File: config.mk
export PLATFORM = sky130hd
export DESIGN_NAME = branch_redirect_unit
export DESIGN_NICKNAME = d
export VERILOG_FILES = /design/src/rtl/mips_pipe_pkg.sv /design/src/rtl/branch_cond_eval.sv /design/src/rtl/branch_redirect_unit.sv
export SDC_FILE = /design/constraint.sdc
export NUM_CORES = 1
export LEC_CHECK = 0
export ABC_AREA = 0
export CAP_MARGIN = 20
export CELL_PAD_IN_SITES_DETAIL_PLACEMENT = 0
export CELL_PAD_IN_SITES_GLOBAL_PLACEMENT = 1
export CORE_ASPECT_RATIO = 0.7
export CORE_MARGIN = 2
export CORE_UTILIZATION = 30
export CTS_BUF_LIST = sky130_fd_sc_hd__clkbuf_4
export DETAILED_ROUTE_END_ITERATION = 10
export HOLD_SLACK_MARGIN = 0.03
export PLACE_DENSITY_LB_ADDON = 0.12
export SYNTH_ARGS = -nofsm -noshare
export SYNTH_HDL_FRONTEND = slang
export SYNTH_SLANG_ARGS = --single-unit
File: constraint.sdc
create_clock -name Clk -period 1.35 [get_ports Clk]
set_input_delay 0.27 -clock Clk [delete_from_list [all_inputs] [get_ports Clk]]
set_output_delay 0.27 -clock Clk [all_outputs]
set_load 0.005 [all_outputs]
File: src/rtl/mips_pipe_pkg.sv
// Shared pipeline definitions: redirect controller state encoding and default sizes.
package mips_pipe_pkg;

    localparam int unsigned ADDR_W        = 32;
    localparam int unsigned SQUASH_CYCLES = 2;
    localparam int unsigned SQ_CNT_W      = 3;

    typedef enum logic [1:0] {
        IDLE     = 2'd0,
        REDIRECT = 2'd1,
        SQUASH   = 2'd2
    } bru_state_e;

endpackage

File: src/rtl/branch_cond_eval.sv
// Combinational taken-branch evaluation for beq/bne against the ALU zero flag.
module branch_cond_eval (
    input  logic branch_eq,
    input  logic branch_ne,
    input  logic zero,
    output logic take_c
);

    assign take_c = (branch_eq & zero) | (branch_ne & ~zero);

endmodule

File: src/rtl/branch_redirect_unit.sv
// Sequenced, stall-aware branch/jump redirect controller with timed flush pulses.
// Optional statistics counters enabled by defining BRANCH_REDIRECT_STATS_EN.
module branch_redirect_unit #(
    parameter int unsigned ADDR_W        = mips_pipe_pkg::ADDR_W,
    parameter int unsigned SQUASH_CYCLES = mips_pipe_pkg::SQUASH_CYCLES
`ifdef BRANCH_REDIRECT_STATS_EN
    ,
    parameter int unsigned CNT_W         = 32
`endif
) (
    input  logic              Clk,
    input  logic              Rst,
    input  logic              BranchEq,
    input  logic              BranchNe,
    input  logic              Zero,
    input  logic [ADDR_W-1:0] BranchTarget,
    input  logic              Jump,
    input  logic [ADDR_W-1:0] JumpTarget,
    input  logic              Stall,
    output logic              PCSrc,
    output logic [ADDR_W-1:0] RedirectPC,
    output logic              FlushIFID,
    output logic              FlushIDEX,
    output logic              Busy
`ifdef BRANCH_REDIRECT_STATS_EN
    ,
    output logic [CNT_W-1:0]  BranchCount,
    output logic [CNT_W-1:0]  TakenCount
`endif
);

    import mips_pipe_pkg::*;

    bru_state_e          state, state_d;
    logic [SQ_CNT_W-1:0] cnt, cnt_d;
    logic [ADDR_W-1:0]   pc_d;
    logic                take_c;
    logic                pcsrc_d, flush_ifid_d, flush_idex_d, busy_d;

    branch_cond_eval u_cond (
        .branch_eq (BranchEq),
        .branch_ne (BranchNe),
        .zero      (Zero),
        .take_c    (take_c)
    );

    // State register plus registered copies of the decoded outputs
    always_ff @(posedge Clk or negedge Rst) begin
        if (!Rst) begin
            state      <= IDLE;
            cnt        <= '0;
            RedirectPC <= '0;
            PCSrc      <= 1'b0;
            FlushIFID  <= 1'b0;
            FlushIDEX  <= 1'b0;
            Busy       <= 1'b0;
        end else begin
            state      <= state_d;
            cnt        <= cnt_d;
            RedirectPC <= pc_d;
            PCSrc      <= pcsrc_d;
            FlushIFID  <= flush_ifid_d;
            FlushIDEX  <= flush_idex_d;
            Busy       <= busy_d;
        end
    end

    // Next state; the branch outranks the jump since the jump is younger
    always_comb begin
        state_d = state;
        cnt_d   = cnt;
        pc_d    = RedirectPC;
        case (state)
            IDLE: begin
                if (take_c) begin
                    pc_d    = BranchTarget;
                    state_d = REDIRECT;
                end else if (Jump) begin
                    pc_d    = JumpTarget;
                    state_d = REDIRECT;
                end
            end
            REDIRECT: begin
                if (!Stall) begin
                    if (SQUASH_CYCLES == 1) begin
                        state_d = IDLE;
                    end else begin
                        cnt_d   = SQ_CNT_W'(SQUASH_CYCLES - 1);
                        state_d = SQUASH;
                    end
                end
            end
            SQUASH: begin
                if (!Stall) begin
                    cnt_d = cnt - SQ_CNT_W'(1);
                    if (cnt == SQ_CNT_W'(1)) begin
                        state_d = IDLE;
                    end
                end
            end
            default: state_d = IDLE;
        endcase

        pcsrc_d      = (state_d == REDIRECT);
        flush_idex_d = pcsrc_d;
        flush_ifid_d = (state_d != IDLE);
        busy_d       = flush_ifid_d;
    end

`ifdef BRANCH_REDIRECT_STATS_EN
    logic branch_seen_c;
    logic taken_go_c;

    assign branch_seen_c = (state == IDLE) & (BranchEq | BranchNe | Jump);
    assign taken_go_c    = (state == IDLE) & (state_d == REDIRECT);

    // Free-running statistics, wrapping at 2^CNT_W
    always_ff @(posedge Clk or negedge Rst) begin
        if (!Rst) begin
            BranchCount <= '0;
            TakenCount  <= '0;
        end else begin
            if (branch_seen_c) BranchCount <= BranchCount + CNT_W'(1);
            if (taken_go_c)    TakenCount  <= TakenCount + CNT_W'(1);
        end
    end
`endif

endmodule

==> summary.md, run 1 <==
| Metric | Value |
|---|---|
| CP bufs+invs | 1 |
| Pin slew with the least headroom to its limit | 322.4 ps |
| Reg2Reg Depth | 4 |
| Clock buffer depth | 2 |
| Share of the synthesized area in the top cell type | 0.4235 |
| Count leader, synth | nand4_1 |
| Post-placement cell area | 3485 µm² |
| Final setup violation count | 0 |
| HP Start | Jump |
| Reg2reg setup slack | 100 ps |
| Initial antenna violation count | 0 |
| Critical path's largest stage delay | 410 ps |
| Hold EP | FlushIDEX |
| Clock latency on the worst-skew pair | approximately 350 ps |
| Crit path time final | 1313 ps |
| Origin of the worst setup path | RedirectPC[8] |
| Register area share after synthesis | 0.4235 |
| Area growth from synthesis to layout | 66.07% |
| Hold Violations, Final | 0 |
| Share of layout cells above drive strength 1 | 0.1688 |
| Worst R2R End | RedirectPC[3] |
| Post-Syn Area per Cell | 8.830 µm² |
| Post-route ant nets | 0 |
| Post-synthesis cell area | between 2000 and 2500 µm² |
| Leak | 1.621 nW |
| CP Class | reg2out |
| Status | completed |
| Routability-driven placement congestion ratio | 0.7225 |
| Synth area leaders | dfrtp_1 42%, nand4_1 17%, nand3b_1 10% |
| IO Port Bufs | 106 |
| Vias per cell | 5.232 |
| Non-Filler Instances | approximately 500 |
| Core Box Area | ~7400 µm² |
| CTS H-Tree Depth | 2 |
| Die W | 108.8 µm |
| WHS Path Cells | 3 |
| Clk slew on worst S/H paths | between 100 and 150 ps |
| CP startpoint kind | flip-flop |
| Post-Syn Nets | 334 |
| First-pass GRT wire length | 13100 µm |
| CTS tree | built |
| Yosys warnings | 0 |
| Final WL | 8048 µm |
| Tcrit/Tclk final | 0.9726 |
| VDD IR max | 735.2 µV |
| Critical path, cell by cell | dlygate4sd2_1 |
| Crit end category | primary output |
| Fmax | 0.7616 GHz |
| Max FO, Critical Path | 2 |
| Die area | 8410 µm² |
| Cell count along the critical path | 1 |
| Power Density | around 1900 nW/µm² |
| Largest net degree at the start of global routing | 40 |
| Core Rows | 26 |
| DRC | 0 |
| 1st-iter DRT viols | 162 |
| GRT Util Overall | 0.1958 |
| Max Cap Viol | 0 |
| Final Core Density | 0.5183 |
| Grt total ovfl | 0 |
| I/O pin cnt | 107 |
| Final Slew Violations | 0 |
| Commonest cells post-synth | 64 x nand4_1, 39 x dfrtp_1, 33 x nand2_1, 32 x nand3_1, 32 x nand3b_1 |
| FF+latch count, synth | 39 |
| Number of synthesized flops with an enable pin | 0 |
| Setup_tns | 0 ps |
| Required time of the critical path | 1080 ps |
| Root Buffer | clkbuf_4 |
| Clk_skew | 8.357 ps |
| Power, Total | 7.217 mW |
| Clock sinks | 39 |
| CP top delay family | flip-flops |
| Async S/R FF share, synth | 1.000 |
| Slew headroom | 0.7805 |
| Cell taking the most area after synthesis | dfrtp_1 |
| Final HPWL DP | 4809 µm |
| Vias in the first global route | between 2000 and 3000 |
| Die height | 77.33 µm |
| CP max-delay cell | dfrtp_1 |
| Count of different cell masters after synthesis | 29 |
| DR vias | ~2600 |
| First-pass DRT Iterations | 4 |
| Finished Cell Area | 3827 µm² |
| Diode count | 0 |
| CP arrival | 1040 ps |
| Cts bufs inserted | 5 |
| Routed len/inst | 16.26 µm |
| Most used DFF post-synth | dfrtp_1 |
| Post-Syn Instances | 261 |
| Worst hold path class | in2reg |
| Initial core utilization | 0.3121 |
| Final #Nets | 469 |
| Post-placement cell count | ~450 |
| RR Startpoint | state[0] |
-- per-stage QoR --
stage               hold WS (ps)  worst slack, ps
finish                     364.3            37.02
global route               367.2           -2.165
CTS                        285.1            12.38
detailed placement         266.4           -411.6
global placement           263.2           -364.5
floorplan                 -25.59            133.1
-- worst max path at each step --
| stage | end |
|---|---|
| final | RedirectPC[8] |
| after global routing | RedirectPC[7] |
| after CTS | RedirectPC[19] |
| after detailed placement | RedirectPC[19] |
| after global placement | RedirectPC[25] |
| after floorplan | RedirectPC[10] |
-- worst min-delay path: stages --
cell      delay, ps
buf_2           130
nor2_1          190
a221oi_2         90
-- power by group --
group	switching [mW]	total [mW]	leakage [nW]	internal [mW]
registers	0.384	2.16	0.463	1.78
logic	2.01	4.42	1.13	2.41
clock network	0.425	0.639	0.0307	0.214
-- layer usage --
| layer | global-route usage | routed length [µm] | vias to the layer above |
|---|---|---|---|
| met1 | 0.2898 | 3892 | 1246 |
| met2 | 0.2875 | 3489 | 96 |
| met5 | 0 | 0 | - |
| met3 | 0.05210 | 639 | 2 |
| met4 | 0.03718 | 26 | 0 |
| li1 | - | - | 1246 |
-- area by class of cell --
type / count / area (µm²)
tap: 98 / 122.6
clock buffer: 6 / 45.04
fill: 700 / 3557
clock inverter: 2 / 7.507
sequential: 39 / 977.2
inverter: 4 / 15.01
multi-input combinational: 187 / 1139
timing repair buffer: 159 / 1521
-- registers in the layout (all words and copies together), names as in the netlist --
name	count
RedirectPC	32
FlushIDEX	1
Busy	1
state	2
cnt	3
-- placed cells by master, fill, tap and decap left out, types with 2 or more instances in the layout --
master,Yosys,final
nand2_1,33,33
nand3b_1,32,32
dlygate4sd2_1,0,30
ha_1,2,2
buf_12,0,7
dfrtp_1,39,38
clkdlybuf4s50_1,0,67
clkinv_1,0,2
buf_4,7,44
clkbuf_4,0,6
nor2b_1,2,2
a221oi_2,1,2
clkdlybuf4s15_1,0,7
nand4_1,64,64
inv_1,3,3
nor2_1,6,5
a21oi_1,2,2
nand3_1,32,32
buf_2,14,2
-- cells by family (layout without fill, tap and decap cells) --
family / after synthesis / in the layout / synth area share
buffers and inverters: 35 / 171 / 0.09229
AOI/OAI and AO/OA: 11 / 11 / 0.03800
muxes: 2 / 2 / 0.01086
and+or+nand+nor: 172 / 172 / 0.4245
DFF: 39 / 39 / 0.4235
adders and majority gates: 2 / 2 / 0.01086
-- timing repair --
item | in CTS | in global routing
hold buffers | 1 | 0
pin swaps | 0 | 0
gates cloned | 1 | 0
setup endpoints to repair | 51 | 14
resized for setup | 39 | 8
buffers inserted | 29 | 7
hold endpoints to repair | 39 | 0
Power figures use the tool's default switching activity.
==> run 2: changes to the inputs <==
--- a/config.mk
+++ b/config.mk
@@ -9,13 +9,14 @@
 export CAP_MARGIN = 20
 export CELL_PAD_IN_SITES_DETAIL_PLACEMENT = 0
 export CELL_PAD_IN_SITES_GLOBAL_PLACEMENT = 1
-export CORE_ASPECT_RATIO = 0.7
+export CORE_ASPECT_RATIO = 1.75
 export CORE_MARGIN = 2
 export CORE_UTILIZATION = 30
 export CTS_BUF_LIST = sky130_fd_sc_hd__clkbuf_4
 export DETAILED_ROUTE_END_ITERATION = 10
 export HOLD_SLACK_MARGIN = 0.03
 export PLACE_DENSITY_LB_ADDON = 0.12
+export SLEW_MARGIN = 20
 export SYNTH_ARGS = -nofsm -noshare
 export SYNTH_HDL_FRONTEND = slang
 export SYNTH_SLANG_ARGS = --single-unit
==> run 2 against run 1 <==
Effect of this change:
- via count fell by 0.31%
- utilization fell by 2.0 points
- cell area down 2.1%
- global-route usage down 0.90 points
- register-to-register slack barely moved
- sequential power about the same
- maximum frequency up 0.80%
- wire length is 1.5% lower
- power down 3.9%
- sequential cell count is the same
- clock skew is 4.8 ps higher
- hold slack got worse by 29 ps
==> summary.md, run 2 (synthesis results as in run 1) <==
| Metric | Value |
|---|---|
| Clock buffer depth | 2 (unchanged) |
| Clk slew on worst S/H paths | 120 ps (about the same) |
| Largest register FFs | 32 (unchanged) |
| Reg2Reg Depth | 3 (-1) |
| Die height | 120.0 µm (+55%) |
| Final WL | 7928 µm (-1.5%) |
| DR vias | 2582 (-0.31%) |
| Leak | 1.592 nW (-1.8%) |
| Hold Violations, Final | 0 (unchanged) |
| Routability-driven placement congestion ratio | 0.7574 (+4.8%) |
| Critical path's largest stage delay | 410 ps (about the same) |
| 1st-iter DRT viols | 141 (-13%) |
| HP Start | Jump |
| Clk_skew | 13.17 ps (+4.813 ps) |
| CP bufs+invs | 1 (unchanged) |
| CP top delay family | flip-flops |
| DRC | 0 (unchanged) |
| GRT met1 Usage | 0.2252 (-0.06461) |
| Most used routing layer | met2 |
| GR met3 Demand/Resource | 0.02939 (-0.02271) |
| Fmax | 0.7677 GHz (+0.80%) |
| First-pass DRT Iterations | 4 (unchanged) |
| Clk pwr share | 0.087 (-0.002) |
| CTS tree | built |
| Power Density | 1850 nW/µm² (-1.9%) |
| Area growth from synthesis to layout | 62.59% |
| RR Startpoint | state[0] |
| Die W | 70.26 µm (-35%) |
| Tcrit/Tclk final | 0.9649 (-0.007707) |
| CTS H-Tree Depth | 2 (unchanged) |
| Root Buffer | clkbuf_4 |
| Required time of the critical path | 1080 ps (about the same) |
| Met2 Use GR | 0.3384 (+0.05094) |
| Routed len/inst | 16.59 µm (+2.0%) |
| Core Rows | 42 (+62%) |
| Final HPWL DP | 4994 µm (+3.9%) |
| Cts bufs inserted | 5 (unchanged) |
| Setup_tns | 0 ps (unchanged) |
| Largest net degree at the start of global routing | 47 (+18%) |
| P_sw | 2.690 mW (-4.5%) |
| Final #Nets | 463 (-1.3%) |
| CP startpoint kind | flip-flop |
| Max FO, Critical Path | 2 (unchanged) |
| Most flops, register | RedirectPC |
| Slew headroom | 0.7495 (-0.03096) |
| Reg power frac | 0.310 (+0.011) |
| Post-route ant nets | 0 (unchanged) |
| Final Slew Violations | 0 (unchanged) |
| Clock sinks | 39 (unchanged) |
| GRT Util Overall | 0.1868 (-0.009044) |
| Finished Cell Area | 3747 µm² (-2.1%) |
| Final Core Density | 0.4987 (-0.01963) |
| Critical path, cell by cell | dlygate4sd2_1 |
| CP max-delay cell | dfrtp_1 |
| Commonest non-fill, non-tap cells in the layout | 67 x clkdlybuf4s50_1, 64 x nand4_1, 39 x dfrtp_1, 39 x buf_4, 33 x nand2_1 |
| Gate power share | 0.603 (-0.009) |
| Worst hold path class | in2reg |
| CP Class | reg2out |
| WHS Path Cells | 3 (unchanged) |
| Sw Ratio | 0.3880 (-0.002161) |
| Max Cap Viol | 0 (unchanged) |
| Int Pwr | 4.242 mW (-3.6%) |
| Pin slew with the least headroom to its limit | 375.7 ps (+53.33 ps) |
| Biggest regs | RedirectPC (32), cnt (3), state (2) |
| IO Port Bufs | 106 (unchanged) |
| Crit path time final | 1303 ps (-10.40 ps) |
| Cell count along the critical path | 1 (unchanged) |
| Origin of the worst setup path | RedirectPC[14] |
| Initial antenna violation count | 1 (+1) |
| Post-placement cell area | 3472 µm² (-0.36%) |
| Final setup violation count | 0 (unchanged) |
| First-pass GRT wire length | 12680 µm (-3.2%) |
| I/O pin cnt | 107 (unchanged) |
| Crit end category | primary output |
| Die area | 8427 µm² (+0.20%) |
| Status | completed |
| Share of layout cells above drive strength 1 | 0.1517 (-0.01709) |
| CP arrival | 1030 ps (about the same) |
| Vias per cell | 5.402 (+3.2%) |
| Clock latency on the worst-skew pair | 350 ps (about the same) |
| VDD IR max | 1014 µV (+38%) |
| Vias in the first global route | 2559 (-2.8%) |
| Core Box Area | 7515 µm² (+1.8%) |
| Initial core utilization | 0.3067 (-0.005404) |
| Commonest non-fill, non-tap cell in the layout | clkdlybuf4s50_1 |
| Grt total ovfl | 0 (unchanged) |
## run 2: cell count changes in the layout (fill, tap and decap cells not counted), moves of 2 or more
cell / before / now
clkinv_1: 2 / 0
clkdlybuf4s15_1: 7 / 5
dlygate4sd2_1: 30 / 32
buf_4: 44 / 39
## run 2: power groups by stage
stage	registers, mW	clock network, mW	logic (mW)
final	2.15	0.605	4.18
after global routing	2.22	0.680	4.58
after floorplan	2.26	0	1.89
after global placement	2.29	0	3.78
after CTS	2.16	0.635	4.13
after detailed placement	2.31	0	3.80
## run 2: timing repair
action                     4_1_cts  5_1_grt
hold endpoints to repair        39        0
hold buffers                     1        0
setup endpoints to repair       64        7
setup buffers                   27        3
resized for setup               37        5
gates cloned                     1        0
## run 2: stage by stage
stage	total power, mW	instances	worst slack [ps]	hold slack, ps
2_1_floorplan	4.152	261	133.1	-25.59
3_3_place_gp	6.069	439	-381.4	260.3
3_5_place_dp	6.116	439	-411.3	262.0
4_1_cts	6.922	474	11.02	319.8
5_1_grt	7.484	478	-4.225	341.6
6_report	6.932	478	47.42	335.6
## run 2: layout make-up
type | instances | area (µm²)
fillers | 750 | 3767
repair buffers | 153 | 1466
multi-input cells | 187 | 1132
flip-flops and latches | 39 | 975.9
well taps | 88 | 110.1
clock buffers | 6 | 45.04
inverters | 4 | 15.01
diodes | 1 | 2.502
## run 2: tightest hold or removal path, cell delays in order
cell	delay [ps]
buf_2	140
nor2_1	160
a221oi_2	80
## run 2: final timing paths
path,to,slack (ps)
min in group asynchronous,RedirectPC[8],400
hold / removal,FlushIDEX,340
hold reg to reg,cnt[2],530
setup / recovery,RedirectPC[14],50
max in group asynchronous,RedirectPC[25],720
setup reg to reg,Busy,90
## run 2: routing by layer
layer,share of wire,wire length (µm)
met5,0,0
met4,0.012,93
met3,0.056,444
met2,0.53,4183
met1,0.40,3206
==> run 3: changes to the inputs <==
--- a/config.mk
+++ b/config.mk
@@ -9,9 +9,8 @@
 export CAP_MARGIN = 20
 export CELL_PAD_IN_SITES_DETAIL_PLACEMENT = 0
 export CELL_PAD_IN_SITES_GLOBAL_PLACEMENT = 1
-export CORE_ASPECT_RATIO = 1.75
 export CORE_MARGIN = 2
-export CORE_UTILIZATION = 30
+export CORE_UTILIZATION = 25
 export CTS_BUF_LIST = sky130_fd_sc_hd__clkbuf_4
 export DETAILED_ROUTE_END_ITERATION = 10
 export HOLD_SLACK_MARGIN = 0.03
==> run 3 against run 2 <==
Effect of this change:
- clock power is 36% higher
- setup slack worse by 1.5 ps
- via count down 3.1%
- utilization shrank 7.7 points
- critical path type unchanged
- critical endpoint is now RedirectPC[25]
==> summary.md, run 3 (synthesis results as in run 1) <==
| Metric | Value |
|---|---|
| Critical path, cell by cell | dlygate4sd2_1 |
| CP arrival | 1030 ps (about the same) |
| Fmax | 0.7668 GHz (-0.11%) |
| CP startpoint kind | flip-flop |
| Hold Violations, Final | 0 (unchanged) |
| Clock buffer depth | 2 (unchanged) |
| Biggest regs | RedirectPC (32), cnt (3), state (2) |
| CP top delay family | flip-flops |
| Final setup violation count | 0 (unchanged) |
| Routed len/inst | 15.71 µm (-5.3%) |
| DRC | 0 (unchanged) |
| Final Slew Violations | 0 (unchanged) |
| GRT Util Overall | 0.1551 (-0.03168) |
| IO Port Bufs | 106 (unchanged) |
| Crit path time final | 1304 ps (+1.461 ps) |
| Final #Nets | 463 (unchanged) |
| Diode count | 0 (-1) |
| 1st-iter DRT viols | 120 (-15%) |
| Slew headroom | 0.8007 (+0.05120) |
| Max FO, Critical Path | 2 (unchanged) |
| Die area | 10000 µm² (+19%) |
| Root Buffer | clkbuf_4 |
| Final WL | 7887 µm (-0.52%) |
| Final Core Density | 0.4214 (-0.07724) |
| Die height | 100.0 µm (-17%) |
| Clk_skew | 7.595 ps (-5.576 ps) |
| Commonest non-fill, non-tap cells in the layout | 67 x clkdlybuf4s50_1, 64 x nand4_1, 38 x dfrtp_1 |
| Post-route ant nets | 0 (unchanged) |
| Worst hold path class | in2reg |
| First-pass DRT Iterations | 4 (unchanged) |
| Area growth from synthesis to layout | 66.56% |
| Crit end category | primary output |
| Final Hold Slack | 308.2 ps (-27.42 ps) |
| Max Cap Viol | 0 (unchanged) |
| Initial core utilization | 0.2530 (-0.05367) |
| Required time of the critical path | 1080 ps (about the same) |
| Largest net degree at the start of global routing | 65 (+38%) |
| Non-Filler Instances | 502 (+5.0%) |
| Status | completed |
| Final HPWL DP | 4806 µm (-3.8%) |
| VDD IR max | 838.8 µV (-17%) |
| Power, Total | 7.180 mW (+3.6%) |
| Routability-driven placement congestion ratio | 0.7100 (-6.3%) |
| I/O pin cnt | 107 (unchanged) |
| Pin slew with the least headroom to its limit | 298.9 ps (-76.80 ps) |
| CP bufs+invs | 1 (unchanged) |
| Finished Cell Area | 3839 µm² (+2.4%) |
| DP Worst Slack | -375.3 ps (+35.95 ps) |
| Clock latency on the worst-skew pair | 350 ps (about the same) |
| Power Density | 1870 nW/µm² (+1.1%) |
| Share of layout cells above drive strength 1 | 0.1560 (+0.004339) |
| Largest register FFs | 32 (unchanged) |
| Core Box Area | 9109 µm² (+21%) |
| DR vias | 2503 (-3.1%) |
| Initial antenna violation count | 0 (-1) |
| Cts bufs inserted | 5 (unchanged) |
| Core Rows | 35 (-17%) |
| CP max-delay cell | dfrtp_1 |
| Commonest non-fill, non-tap cell in the layout | clkdlybuf4s50_1 |
| First-pass GRT wire length | 12590 µm (-0.65%) |
| Tcrit/Tclk final | 0.9660 (+0.001082) |
| CTS H-Tree Depth | 2 (unchanged) |
| Post-placement cell area | 3498 µm² (+0.76%) |
| Leak | 1.616 nW (+1.5%) |
| CTS tree | built |
| Grt total ovfl | 0 (unchanged) |
| Clk slew on worst S/H paths | 130 ps (about the same) |
| Most flops, register | RedirectPC |
| Post-placement cell count | 460 (+4.8%) |
| CP Class | reg2out |
| Post-route setup slack | 45.96 ps (-1.461 ps) |
| Critical path's largest stage delay | 420 ps (about the same) |
| Setup_tns | 0 ps (unchanged) |
| Vias in the first global route | 2550 (-0.35%) |
| Clock sinks | 39 (unchanged) |
| Vias per cell | 4.986 (-7.7%) |
| Die W | 100.0 µm (+42%) |
[run 3: timing repair]
item / in CTS / in global routing
hold endpoints to repair: 39 / 0
setup endpoints to repair: 36 / 41
cloned: 0 / 1
buffers inserted: 26 / 6
gates resized for setup: 36 / 11
hold buffers: 1 / 0
[run 3: final cells by class]
type                            count  area (µm²)
Clock buffer                        5       37.54
Multi-Input combinational cell    187        1132
Sequential cell                    39       977.2
Fill cell                         934        5270
Clock inverter                      3       38.79
Tap cell                          111       138.9
Inverter                            4       15.01
Timing Repair Buffer              153        1499
[run 3: final timing paths]
check                                    start             end  slack [ps]  depth (start not counted)
worst max-delay path            RedirectPC[25]  RedirectPC[25]          50                          1
worst min-delay path                      Jump       FlushIDEX         310                          3
worst max register to register        state[0]  RedirectPC[26]         120                          4
worst min register to register          cnt[2]          cnt[2]         530                          1
max in group asynchronous                  Rst  RedirectPC[21]         730                          3
min in group asynchronous                  Rst   RedirectPC[9]         390                          3
[run 3: report_power, final]
part           total, mW  leakage, nW  internal (mW)  switching (mW)
combinational       4.22         1.11           2.29            1.93
sequential          2.13        0.463           1.78           0.359
clock              0.824       0.0426          0.382           0.443
[run 3: metal layers]
metal  vias up  global-route usage  wire length [µm]
met1      1175              0.2040              3557
met4         0             0.04742               100
met3         9             0.04039               584
li1       1231                   -                 -
met2        88              0.2510              3644
met5         -                   0                 0
